===== config.mk =====
export PLATFORM = sky130hd
export DESIGN_NAME = instr_fetch_flat
export DESIGN_NICKNAME = d
export VERILOG_FILES = /design/src/rtl/instr_fetch_if.sv /design/src/rtl/instr_fetch.sv /design/src/flat_wrapper.sv
export SDC_FILE = /design/constraint.sdc
export NUM_CORES = 1
export LEC_CHECK = 0
export CAP_MARGIN = 25
export CORE_MARGIN = 2
export CORE_UTILIZATION = 30
export CTS_CLUSTER_DIAMETER = 100
export DETAILED_ROUTE_END_ITERATION = 16
export PLACE_DENSITY_LB_ADDON = 0.2
export RECOVER_POWER = 25
export SKIP_CTS_REPAIR_TIMING = 1
export SLEW_MARGIN = 30
export SYNTH_ARGS = -nofsm -noshare
export SYNTH_HDL_FRONTEND = slang
export SYNTH_SLANG_ARGS = --single-unit

===== constraint.sdc =====
create_clock -name i_clk -period 3.55 [get_ports i_clk]
set_clock_uncertainty 0.15 [all_clocks]
set_input_delay 0.5325 -clock i_clk [delete_from_list [all_inputs] [get_ports i_clk]]
set_output_delay 0.5325 -clock i_clk [all_outputs]
set_load 0.02 [all_outputs]

===== src/rtl/instr_fetch_if.sv =====
// instr_fetch_if: ROM, pipeline-control and fetched-instruction signals of the fetch stage.
interface instr_fetch_if #(
  parameter int ADDR_WIDTH = 16,
  parameter int DATA_WIDTH = 32
);
  logic [ADDR_WIDTH-1:0] o_rom_addr;
  logic [DATA_WIDTH-1:0] i_rom_instr;
  logic                  i_stall;
  logic                  i_redirect;
  logic [ADDR_WIDTH-1:0] i_redirect_addr;
  logic [DATA_WIDTH-1:0] o_instr;
  logic [ADDR_WIDTH-1:0] o_pc;
  logic                  o_valid;
  modport master (
    output o_rom_addr, o_instr, o_pc, o_valid,
    input  i_rom_instr, i_stall, i_redirect, i_redirect_addr
  );
  modport slave (
    input  o_rom_addr, o_instr, o_pc, o_valid,
    output i_rom_instr, i_stall, i_redirect, i_redirect_addr
  );
endinterface


===== src/rtl/instr_fetch.sv =====
// instr_fetch: PC-driven ROM fetch stage with stall, redirect and BREAK halt.
// Defining INSTR_FETCH_PERF_CNT_EN adds fetch/stall performance counters.
module instr_fetch #(
  parameter int ADDR_WIDTH = 16,
  parameter int DATA_WIDTH = 32
) (
  input  logic               i_clk,
  input  logic               i_rst_n,
  instr_fetch_if.master      bus
`ifdef INSTR_FETCH_PERF_CNT_EN
  ,
  output logic [31:0]        o_fetch_cnt,
  output logic [31:0]        o_stall_cnt
`endif
);
  typedef enum logic [1:0] {IDLE, RUN, HALT} state_t;
  state_t                state_q, state_d;
  logic [ADDR_WIDTH-1:0] pc_q, pc_d, opc_q, opc_d;
  logic [DATA_WIDTH-1:0] instr_q, instr_d;
  logic                  valid_q, valid_d;
  logic                  brk;
  assign brk = bus.i_rom_instr[31:26] == 6'h00 && bus.i_rom_instr[5:0] == 6'h0D;
  always_ff @(posedge i_clk or negedge i_rst_n) begin
    if (!i_rst_n) begin
      state_q <= IDLE;
      pc_q    <= '0;
      opc_q   <= '0;
      instr_q <= '0;
      valid_q <= 1'b0;
    end else begin
      state_q <= state_d;
      pc_q    <= pc_d;
      opc_q   <= opc_d;
      instr_q <= instr_d;
      valid_q <= valid_d;
    end
  end
  always_comb begin
    state_d = state_q;
    pc_d    = pc_q;
    opc_d   = opc_q;
    instr_d = instr_q;
    valid_d = valid_q;
    if (bus.i_redirect) begin
      state_d = RUN;
      pc_d    = bus.i_redirect_addr;
      valid_d = 1'b0;
    end else if (state_q == IDLE) begin
      state_d = RUN;
    end else if (state_q == HALT) begin
      valid_d = 1'b0;
    end else if (!bus.i_stall) begin
      // a BREAK is still delivered, but the PC parks on it
      instr_d = bus.i_rom_instr;
      opc_d   = pc_q;
      valid_d = 1'b1;
      pc_d    = brk ? pc_q : pc_q + ADDR_WIDTH'(1);
      state_d = brk ? HALT : RUN;
    end
  end
  assign bus.o_rom_addr = pc_q;
  assign bus.o_instr    = instr_q;
  assign bus.o_pc       = opc_q;
  assign bus.o_valid    = valid_q;
`ifdef INSTR_FETCH_PERF_CNT_EN
  logic [31:0] fcnt_q, scnt_q;
  logic        run_free;
  assign run_free = state_q == RUN && !bus.i_redirect;
  always_ff @(posedge i_clk or negedge i_rst_n) begin
    if (!i_rst_n) begin
      fcnt_q <= '0;
      scnt_q <= '0;
    end else begin
      fcnt_q <= fcnt_q + {31'd0, run_free && !bus.i_stall};
      scnt_q <= scnt_q + {31'd0, run_free && bus.i_stall};
    end
  end
  assign o_fetch_cnt = fcnt_q;
  assign o_stall_cnt = scnt_q;
`endif
endmodule


===== src/flat_wrapper.sv =====
// flat-port wrapper written by rule: the top's interface ports become plain ports
module instr_fetch_flat 
#(
  parameter int ADDR_WIDTH = 16,
  parameter int DATA_WIDTH = 32
)
  (i_clk, i_rst_n, bus_o_rom_addr, bus_o_instr, bus_o_pc, bus_o_valid, bus_i_rom_instr, bus_i_stall, bus_i_redirect, bus_i_redirect_addr);
  instr_fetch_if #(.ADDR_WIDTH(ADDR_WIDTH), .DATA_WIDTH(DATA_WIDTH)) bus_i ();
  input  logic i_clk;
  input  logic i_rst_n;
  output wire logic [$bits(bus_i.o_rom_addr)-1:0] bus_o_rom_addr;
  output wire logic [$bits(bus_i.o_instr)-1:0] bus_o_instr;
  output wire logic [$bits(bus_i.o_pc)-1:0] bus_o_pc;
  output wire logic [$bits(bus_i.o_valid)-1:0] bus_o_valid;
  input wire logic [$bits(bus_i.i_rom_instr)-1:0] bus_i_rom_instr;
  input wire logic [$bits(bus_i.i_stall)-1:0] bus_i_stall;
  input wire logic [$bits(bus_i.i_redirect)-1:0] bus_i_redirect;
  input wire logic [$bits(bus_i.i_redirect_addr)-1:0] bus_i_redirect_addr;
  assign bus_o_rom_addr = bus_i.o_rom_addr;
  assign bus_o_instr = bus_i.o_instr;
  assign bus_o_pc = bus_i.o_pc;
  assign bus_o_valid = bus_i.o_valid;
  assign bus_i.i_rom_instr = bus_i_rom_instr;
  assign bus_i.i_stall = bus_i_stall;
  assign bus_i.i_redirect = bus_i_redirect;
  assign bus_i.i_redirect_addr = bus_i_redirect_addr;
  instr_fetch #(.ADDR_WIDTH(ADDR_WIDTH), .DATA_WIDTH(DATA_WIDTH)) u_core (.i_clk(i_clk), .i_rst_n(i_rst_n), .bus(bus_i));
endmodule

==> out/metrics.yaml, run 1 <==
netlist_area_mm2: 0.00300
ys.flop_type: "dfrtp_1"
die_h_um: 104
worst_slew_pin_slew_ns: 1.64
grt_pass1_wl_um: 12500
grt_pass1_vias: 2404
avgSynthCellArea_um2: 12.6
ys_ff_latch: 67
ir_drop_mv: 0.237
wl_per_cell_um: 15.3
diodes: 0
synth_nets: 292
yosys.cell_types.count: 47
clock_sinks: 67
synth_edf_count: 0
io_pins: 117
drive_above_1_share_pct: 20.1
fin_area_mm2: 0.00447
die_w_um: 104
area_delta_synth_final_pct: 48.9
end_kind: "flop"
cp-start-kind: "input port"
leakage_nw: 1.74
yosys-top-cells-area: "dfrtp_1 (56%), mux2_2 (18%), a21oi_1 (1.8%), clkbuf_1 (1.3%), o22ai_1 (1.3%)"
critPathSlowestCell: "nor2_4"
fp.dieArea_mm2: 0.0108
worstHoldPathType: "flop to flop"
vias_per_cell: 4.92
max_freq_mhz: 409
critical_path_class: "input port to flop"
powerDensity_mw_per_mm2: 492
grt_overflow_total: 0
dp_slack_ns: 0.752
nFillCells: 937
fin_crit_sh_pct: 68.8
hold_viol: 0
fin_hold_ws_ns: 0.356
placed_cell_area_mm2: 0.00428
antenna_found_initial: 0
clock_path_buffers: 2
slowest_delay_ns: 0.48
rsz0062_at_grt: "no"
worstPathMaxFanout: 36
cp_cell_sequence: "clkdlybuf4s50_1 -> nand2b_1 -> nor2_4 -> buf_12 -> nor4b_1 -> a221oi_1"
io_buffers: 116
drv_slew: 68
finalSetupViolCount: 0
clkSlewWorstSetupHoldPaths_ns: 0.07
cts-root-buf: "clkbuf_8"
synth-seq-area-share_pct: 55.8
drc: 0
tns_ns: 0
antenna_left: 0
violations: "capacitance limit, slew limit"
tritoncts: "yes"
num_rows: 36
via_count: 2420
grt_use_total_pct: 14.4
clkLatencyLatePin_ns: 0.34
coreArea_mm2: 0.00973
fin_ws_ns: 1.11
max_slew_margin_pct: -9.34
finalWeightedCongestion: 0.762
initial_core_util_pct: 30.9
cap_viol_max_count: 1
dr.pass1.iters: 4
async_reset_ff_share_pct: 100
htree_levels: 3
netlist_instances: 239
cp.required_ns: 3.61
finalNetCount: 407
grt_max_degree: 68
synth_top_area_cell: "dfrtp_1"
run_status: "finished, violations left"
synth_top_area_share_pct: 55.8
cp.arrival_ns: 2.50
wl_um: 7510
synth-warning-count: 0
first_iter_violations: 40
period_minus_slack_ns: 2.44
hpwl_um: 5140
cts_made_buffers: 9
## where the power goes
group          internal, mW  switching [mW]  total (mW)
Clock                 0.340           0.288       0.629
Sequential            0.872          0.0821       0.954
Combinational         0.335           0.280       0.615
Total                  1.55           0.651        2.20
## path summary, 6_finish.rpt
check | from | end | slack, ns | cells past startpoint
hold reg to reg | u_core.bus.o_instr[13] | u_core.bus.o_instr[13] | 0.36 | 1
min in group asynchronous | i_rst_n | u_core.bus.o_rom_addr[13] | 0.46 | 1
max in group asynchronous | i_rst_n | u_core.bus.o_instr[18] | 1.81 | 1
setup reg to reg | u_core.bus.o_rom_addr[0] | u_core.bus.o_rom_addr[14] | 1.31 | 5
hold / removal | u_core.bus.o_instr[13] | u_core.bus.o_instr[13] | 0.36 | 1
setup / recovery | bus_i_stall | u_core.bus.o_rom_addr[9] | 1.11 | 6
## cell type report
cell class | instances | area [µm²] | share of cell area [%]
Tap cell | 133 | 166 | 3.72
Sequential cell | 67 | 1680 | 37.5
Inverter | 3 | 11.3 | 0.252
Clock inverter | 5 | 52.6 | 1.18
Clock buffer | 11 | 141 | 3.16
Timing Repair Buffer | 119 | 1190 | 26.6
Multi-Input combinational cell | 154 | 1230 | 27.6
## sequential cells by signal, summed over array words and instances, names as in the netlist
name / flops
u_core.bus.o_instr: 32
u_core.bus.o_pc: 16
u_core.bus.o_rom_addr: 16
u_core.bus.o_valid: 1
u_core.state_q: 2
## logic make-up (layout without fill, tap and decap cells)
kind of cell / Yosys count / in the layout / synth area share [%]
multiplexers: 48 / 48 / 18.0
flip-flops: 67 / 67 / 55.8
buffers and inverters: 18 / 138 / 3.37
AO/OA/AOI/OAI: 48 / 48 / 11.0
adder cells (fa/ha/maj): 1 / 1 / 0.417
AND/OR/NAND/NOR: 57 / 57 / 11.3
## cell usage in the layout, fill, tap and decap left out, types with 2 or more instances in the layout
cell type,n
clkdlybuf4s50_1,115
dfrtp_1,67
mux2_2,48
a21oi_1,11
clkbuf_8,10
nand2_1,8
nor3_1,7
o22ai_1,6
nor4_1,5
nor2_1,5
nand4_1,5
o21ai_0,5
nand3_1,4
inv_1,3
and4_1,3
o221ai_1,3
nand2b_1,3
a211oi_1,3
a311oi_1,3
a22oi_1,3
and3_1,3
clkinv_2,3
nand3b_1,2
nor2b_1,2
o31ai_1,2
or4_1,2
buf_4,2
## layer usage
layer  track usage, %  vias up  wire, µm
met4             4.25        0        94
met5                0        -         0
met2             21.9       78      3540
met1             18.5     1197      3280
met3             6.45        8       598
li1                 -     1137         -
## stage by stage
step | std cells | total power [mW] | utilization [%]
2_1_floorplan | 239 | 1.25 | -
3_3_place_gp | 476 | 1.59 | 44.0
3_5_place_dp | 476 | 1.59 | 44.0
4_1_cts | 492 | 2.24 | 46.0
5_1_grt | 492 | 2.32 | 46.0
6_report | 492 | 2.20 | 46.0
## worst max-delay path, delay by kind of cell
family                 cells  cell delay [ns]
buffers and inverters      2             0.74
and+or+nand+nor            3             1.08
AOI/OAI and AO/OA          1             0.11
## Yosys cell counts (all sizes together) (2+ instances only)
cell and number:
nor2 6, clkbuf 12, nand2 8, o22ai 6, a211oi 3, nand4 6, mux2 48, a311oi 3
a22oi 3, nor3 7, dfrtp 67, nand2b 3, or4 2, and3 3, a21oi 11, o21ai 5
buf 3, nor2b 2, nand3 4, inv 3, o31ai 2, o221ai 3, nor4 5, nand3b 2
and4 4
(Power assumes the default switching activity.)
==> inputs of run 2 (changes only) <==
Clock period 3.55 ns to 2.4 ns, I/O delays scaled along.
==> out/metrics.yaml, run 2 (synthesis results as in run 1) <==
dr.max_layer_used: "met4"
rsz0062_at_grt: "no"
p_int_mw: 2.20  # +42%
clock_path_buffers: 2  # unchanged
max_freq_mhz: 495
wl_per_cell_um: 15.2  # -0.35%
dr.pass1.iters: 4  # unchanged
p_comb_share_pct: 29.0  # +1.0 points
mostFrequentLayoutCell: "clkdlybuf4s50_1"
drive_above_1_share_pct: 22.5  # +2.4 points
cap_viol_max_count: 1  # unchanged
first_iter_violations: 64  # +60%
drc: 0  # unchanged
fp.dieArea_mm2: 0.0108  # unchanged
die_w_um: 104  # unchanged
largest_reg_flops: 32  # unchanged
drv_slew: 68  # unchanged
end_kind: "output pin"
initial_core_util_pct: 30.9  # unchanged
dp_cells: 486  # +2.1%
num_rows: 36  # unchanged
violations: "capacitance limit, slew limit"
leakage_nw: 1.78  # +2.6%
ir_drop_mv: 0.317  # +34%
antenna_left: 0  # unchanged
cts-root-buf: "clkbuf_8"
max_slew_margin_pct: -11.9  # -2.6 points
finalWeightedCongestion: 0.768  # +0.81%
cts_made_buffers: 9  # unchanged
finalSetupViolCount: 0  # unchanged
htree_levels: 3  # unchanged
grt_max_degree: 68  # unchanged
grt_pass1_wl_um: 12400  # -0.22%
period_minus_slack_ns: 2.02
dr_wl_met3_um: 502  # -16%
critical_path_class: "flop to output pin"
clockPowerShare_pct: 27.1  # -1.5 points
worst_slew_pin_slew_ns: 1.68  # +0.0386 ns
die_h_um: 104  # unchanged
hpwl_um: 5340  # +3.7%
grt_overflow_total: 0  # unchanged
clkSlewWorstSetupHoldPaths_ns: 0.09  # +0.02 ns
pwr-share-seq_pct: 43.9  # +0.5 points
nFillCells: 949  # +1.3%
r2r_start: "u_core.bus.o_rom_addr[2]"
via_count: 2440  # +0.83%
grt_pass1_vias: 2505  # +4.2%
cp_cell_sequence: "buf_4 -> clkdlybuf4s50_1"
rrSetupSlack_ns: 0.44  # -0.87 ns
final_cells: 502  # +2.0%
final_util_pct: 46.8  # +0.87 points
slowest_delay_ns: 0.60  # +0.12 ns
layout_common_cells: "clkdlybuf4s50_1 (115), dfrtp_1 (67), mux2_2 (48)"
cp-start-kind: "flop"
powerDensity_mw_per_mm2: 702  # +43%
area_delta_synth_final_pct: 51.7
diodes: 0  # unchanged
coreArea_mm2: 0.00973  # unchanged
tritoncts: "yes"
clkLatencyLatePin_ns: 0.35  # about the same
cp.required_ns: 1.89  # -1.72 ns
io_pins: 117  # unchanged
critPathSlowestCell: "clkdlybuf4s50_1"
worstHoldPathType: "input port to async pin"
grt_use_total_pct: 14.3  # -0.074 points
route.met2.wl_um: 3680  # +4.0%
tns_ns: 0  # unchanged
worstPathMaxFanout: 6  # -83%
swShare_pct: 31.3  # +1.7 points
wl_um: 7630  # +1.7%
antenna_found_initial: 0  # unchanged
io_buffers: 116  # unchanged
hold_viol: 0  # unchanged
switchingPower_mw: 1.00  # +54%
vias_per_cell: 4.86  # -1.2%
total_power_mw: 3.20  # +46%
finalNetCount: 417  # +2.5%
fin_hold_ws_ns: 0.290  # -0.0664 ns
cp.arrival_ns: 1.51  # -0.99 ns
rr_worst_depth: 3  # -2
fin_crit_sh_pct: 84.1
reg2reg_to: "u_core.bus.o_rom_addr[7]"
drt-met1-wl_um: 3380  # +3.1%
run_status: "finished, violations left"
clock_sinks: 67  # unchanged
[run 2: final cells by class]
class	count	area, µm²	share of cell area [%]
Inverter	3	11.3	0.247
Clock inverter	6	41.3	0.906
Timing Repair Buffer	129	1290	28.3
Tap cell	133	166	3.65
Multi-Input combinational cell	154	1230	27.0
Clock buffer	10	138	3.02
Sequential cell	67	1680	36.8
[run 2: through the flow]
stage	area, µm²	setup WS (ns)
after floorplan	3000	0.404
after global placement	4380	0.122
after detailed placement	4380	0.0951
after CTS	4560	0.366
after global routing	4560	0.308
final	4560	0.381
[run 2: worst max path at each step]
| stage | from | endpoint | depth (start not counted) |
|---|---|---|---|
| global placement | bus_i_rom_instr[28] | u_core.bus.o_rom_addr[14] | 6 |
| global route | u_core.bus.o_rom_addr[8] | bus_o_rom_addr[8] | 1 |
| detailed placement | bus_i_rom_instr[28] | u_core.bus.o_rom_addr[14] | 6 |
| finish | u_core.bus.o_rom_addr[0] | bus_o_rom_addr[0] | 2 |
| CTS | u_core.bus.o_rom_addr[8] | bus_o_rom_addr[8] | 1 |
| floorplan | u_core.bus.o_rom_addr[5] | u_core.bus.o_rom_addr[13] | 5 |
[run 2: critical path: cells and delay by family, from the launching register on]
kind	cells	cell delay [ns]
DFF	1	0.40
buffers and inverters	2	0.77
[run 2: power by group through the flow]
stage               sequential, mW  clock [mW]  combinational, mW
floorplan                     1.61           0              0.236
global placement              1.42           0              0.933
detailed placement            1.43           0              0.937
CTS                           1.41       0.899              0.942
global route                  1.43       0.949              0.986
finish                        1.41       0.866              0.928
[run 2: layer usage]
| metal | up-vias | GRT usage (%) |
|---|---|---|
| met3 | 6 | 5.83 |
| met1 | 1200 | 17.5 |
| met5 | - | 0 |
| met4 | 0 | 4.34 |
| met2 | 74 | 23.2 |
| li1 | 1160 | - |
==> RTL edit: new RTL, settings of run 2 <==
`DATA_WIDTH` is set to 32 in 3 places; all go to 48.
--- a/src/rtl/instr_fetch_if.sv
+++ b/src/rtl/instr_fetch_if.sv
@@ -3,3 +3,3 @@
   parameter int ADDR_WIDTH = 16,
-  parameter int DATA_WIDTH = 32
+  parameter int DATA_WIDTH = 48
 );
--- a/src/rtl/instr_fetch.sv
+++ b/src/rtl/instr_fetch.sv
@@ -4,3 +4,3 @@
   parameter int ADDR_WIDTH = 16,
-  parameter int DATA_WIDTH = 32
+  parameter int DATA_WIDTH = 48
 ) (
--- a/src/flat_wrapper.sv
+++ b/src/flat_wrapper.sv
@@ -4,3 +4,3 @@
   parameter int ADDR_WIDTH = 16,
-  parameter int DATA_WIDTH = 32
+  parameter int DATA_WIDTH = 48
 )
Ports: changed (resized bus_i_rom_instr and bus_o_instr); port bits go from 117 to 149. No check against the original RTL was run, so the function may have changed too.
==> RTL edit against run 2 <==
- cell count is 25% higher
- sequential power is 27% higher
- wire length is 30% higher
- final area is 26% higher
- combinational power is 38% higher
- area after synthesis is 25% higher
- synthesized cell count is 25% higher
- die area is 24% higher
- setup slack worse by 0.046 ns
- sequential cell count is 16 higher
- critical path depth is 1 lower
- power is 39% higher
- critical endpoint is now bus_o_rom_addr[9]
- largest cell class unchanged
- largest power group unchanged
==> RTL edit: results (changes against run 2) <==
Global routing
  – Pin count of the biggest net entering global routing: 84 (+24%)
  – GRT Total Usage: 0.155 (+0.0121)
  – First-pass GRT wire length: 16200 um (+30%)
  – Met3 GRT Util: 0.0790 (+0.0207)

Clock tree
  – H-tree levels: 3 (unchanged)
  – Reg clk slew, reported paths: 0.06 ns (-0.03 ns)
  – CTS Root Cell: clkbuf_16

Min path
  – Hold Crit Class: reg2reg

Final layout
  – Max FFs per register: 48 (+50%)
  – Share of cells above drive strength 1: 0.214 (-0.0105)
  – Final #Nets: 521 (+25%)

Worst setup path
  – Flop2flop setup slack: 0.51 ns (+0.07 ns)
  – Crit path max fanout: 11 (+5)
  – Worst reg2reg path depth: 5 (+2)
  – Max stage delay on crit path: 0.68 ns (+0.08 ns)
  – Critical Path AT: 1.56 ns (+0.05 ns)

Synth
  – Synth top cells by count: 83 x dfrtp_1, 65 x mux2_2, 14 x a21oi_1, 14 x nand2_1, 12 x nand3_1
  – Sequential area share after synthesis: 0.553 (-0.00500)
  – Post-Synthesis Cells: 299 (+25%)
  – Mapped Nets: 368 (+26%)

Placement
  – Dpl ws: 0.151 ns (+0.0562 ns)
  – Post-Place Cell Area: 5440 sq um (+24%)

Power
  – Leakage: 0.00230 uW (+29%)
  – Peak supply drop: 0.505 mV (+59%)

Route
  – Final WL: 9900 um (+30%)
  – Via density: 4.79 (-1.4%)
  – DRT iter0 DRCs: 92 (+44%)

Outcome
  – Status: finished, final reports clean

Timing
  – Minimum clock period: 2.07 ns (+0.0464 ns)
  – Min Hold Slack: 0.352 ns (+0.0619 ns)

Die
  – Core Area: 12100 sq um (+24%)
## RTL edit: cell count changes after synthesis, sizes merged, moves of 5 or more
cell	change
mux2	+17
dfrtp	+16
buf	+12
nand3	+9
clkbuf	-8
nand2	+6
nor2	+6
nor4	+5
o22ai	-5
## RTL edit: kinds of logic after synthesis
group / synth area share
flip-flops: 0.553
AND/OR/NAND/NOR: 0.143
buffers and inverters: 0.0413
adder cells (fa/ha/maj): 0.00333
AO/OA/AOI/OAI: 0.0617
multiplexers: 0.198
## RTL edit: metal layers
layer / share of wire / routed length (um)
met2: 0.45 / 4480
met5: 0 / 0
met1: 0.44 / 4330
met4: 0.013 / 126
met3: 0.097 / 964
## RTL edit: cell type report
class | count | area (sq um)
Tap cell | 168 | 210
Sequential cell | 83 | 2080
Multi-Input combinational cell | 194 | 1530
Clock inverter | 2 | 35.0
Timing Repair Buffer | 161 | 1620
Clock buffer | 14 | 254
Inverter | 3 | 11.3
Fill cell | 1167 | 6380
## RTL edit: path summary, 6_finish.rpt
| path | from | endpoint |
|---|---|---|
| max | u_core.bus.o_rom_addr[9] | bus_o_rom_addr[9] |
| min | u_core.bus.o_instr[32] | u_core.bus.o_instr[32] |
| max reg2reg | u_core.bus.o_rom_addr[1] | u_core.bus.o_rom_addr[8] |
| min reg2reg | u_core.bus.o_instr[32] | u_core.bus.o_instr[32] |
| max in group asynchronous | i_rst_n | u_core.bus.o_instr[13] |
| min in group asynchronous | i_rst_n | u_core.bus.o_instr[23] |
## RTL edit: worst register-to-register path: stages, from the launching register on
cell       delay (ns)
dfrtp_1          0.43
ha_1             0.24
and4_1           0.42
and4_2           0.29
a2bb2oi_1        0.16
nand3_1          0.09
## RTL edit: where the power goes
part | internal, uW | switching, uW
combinational | 695 | 588
sequential | 1620 | 168
clock | 835 | 536
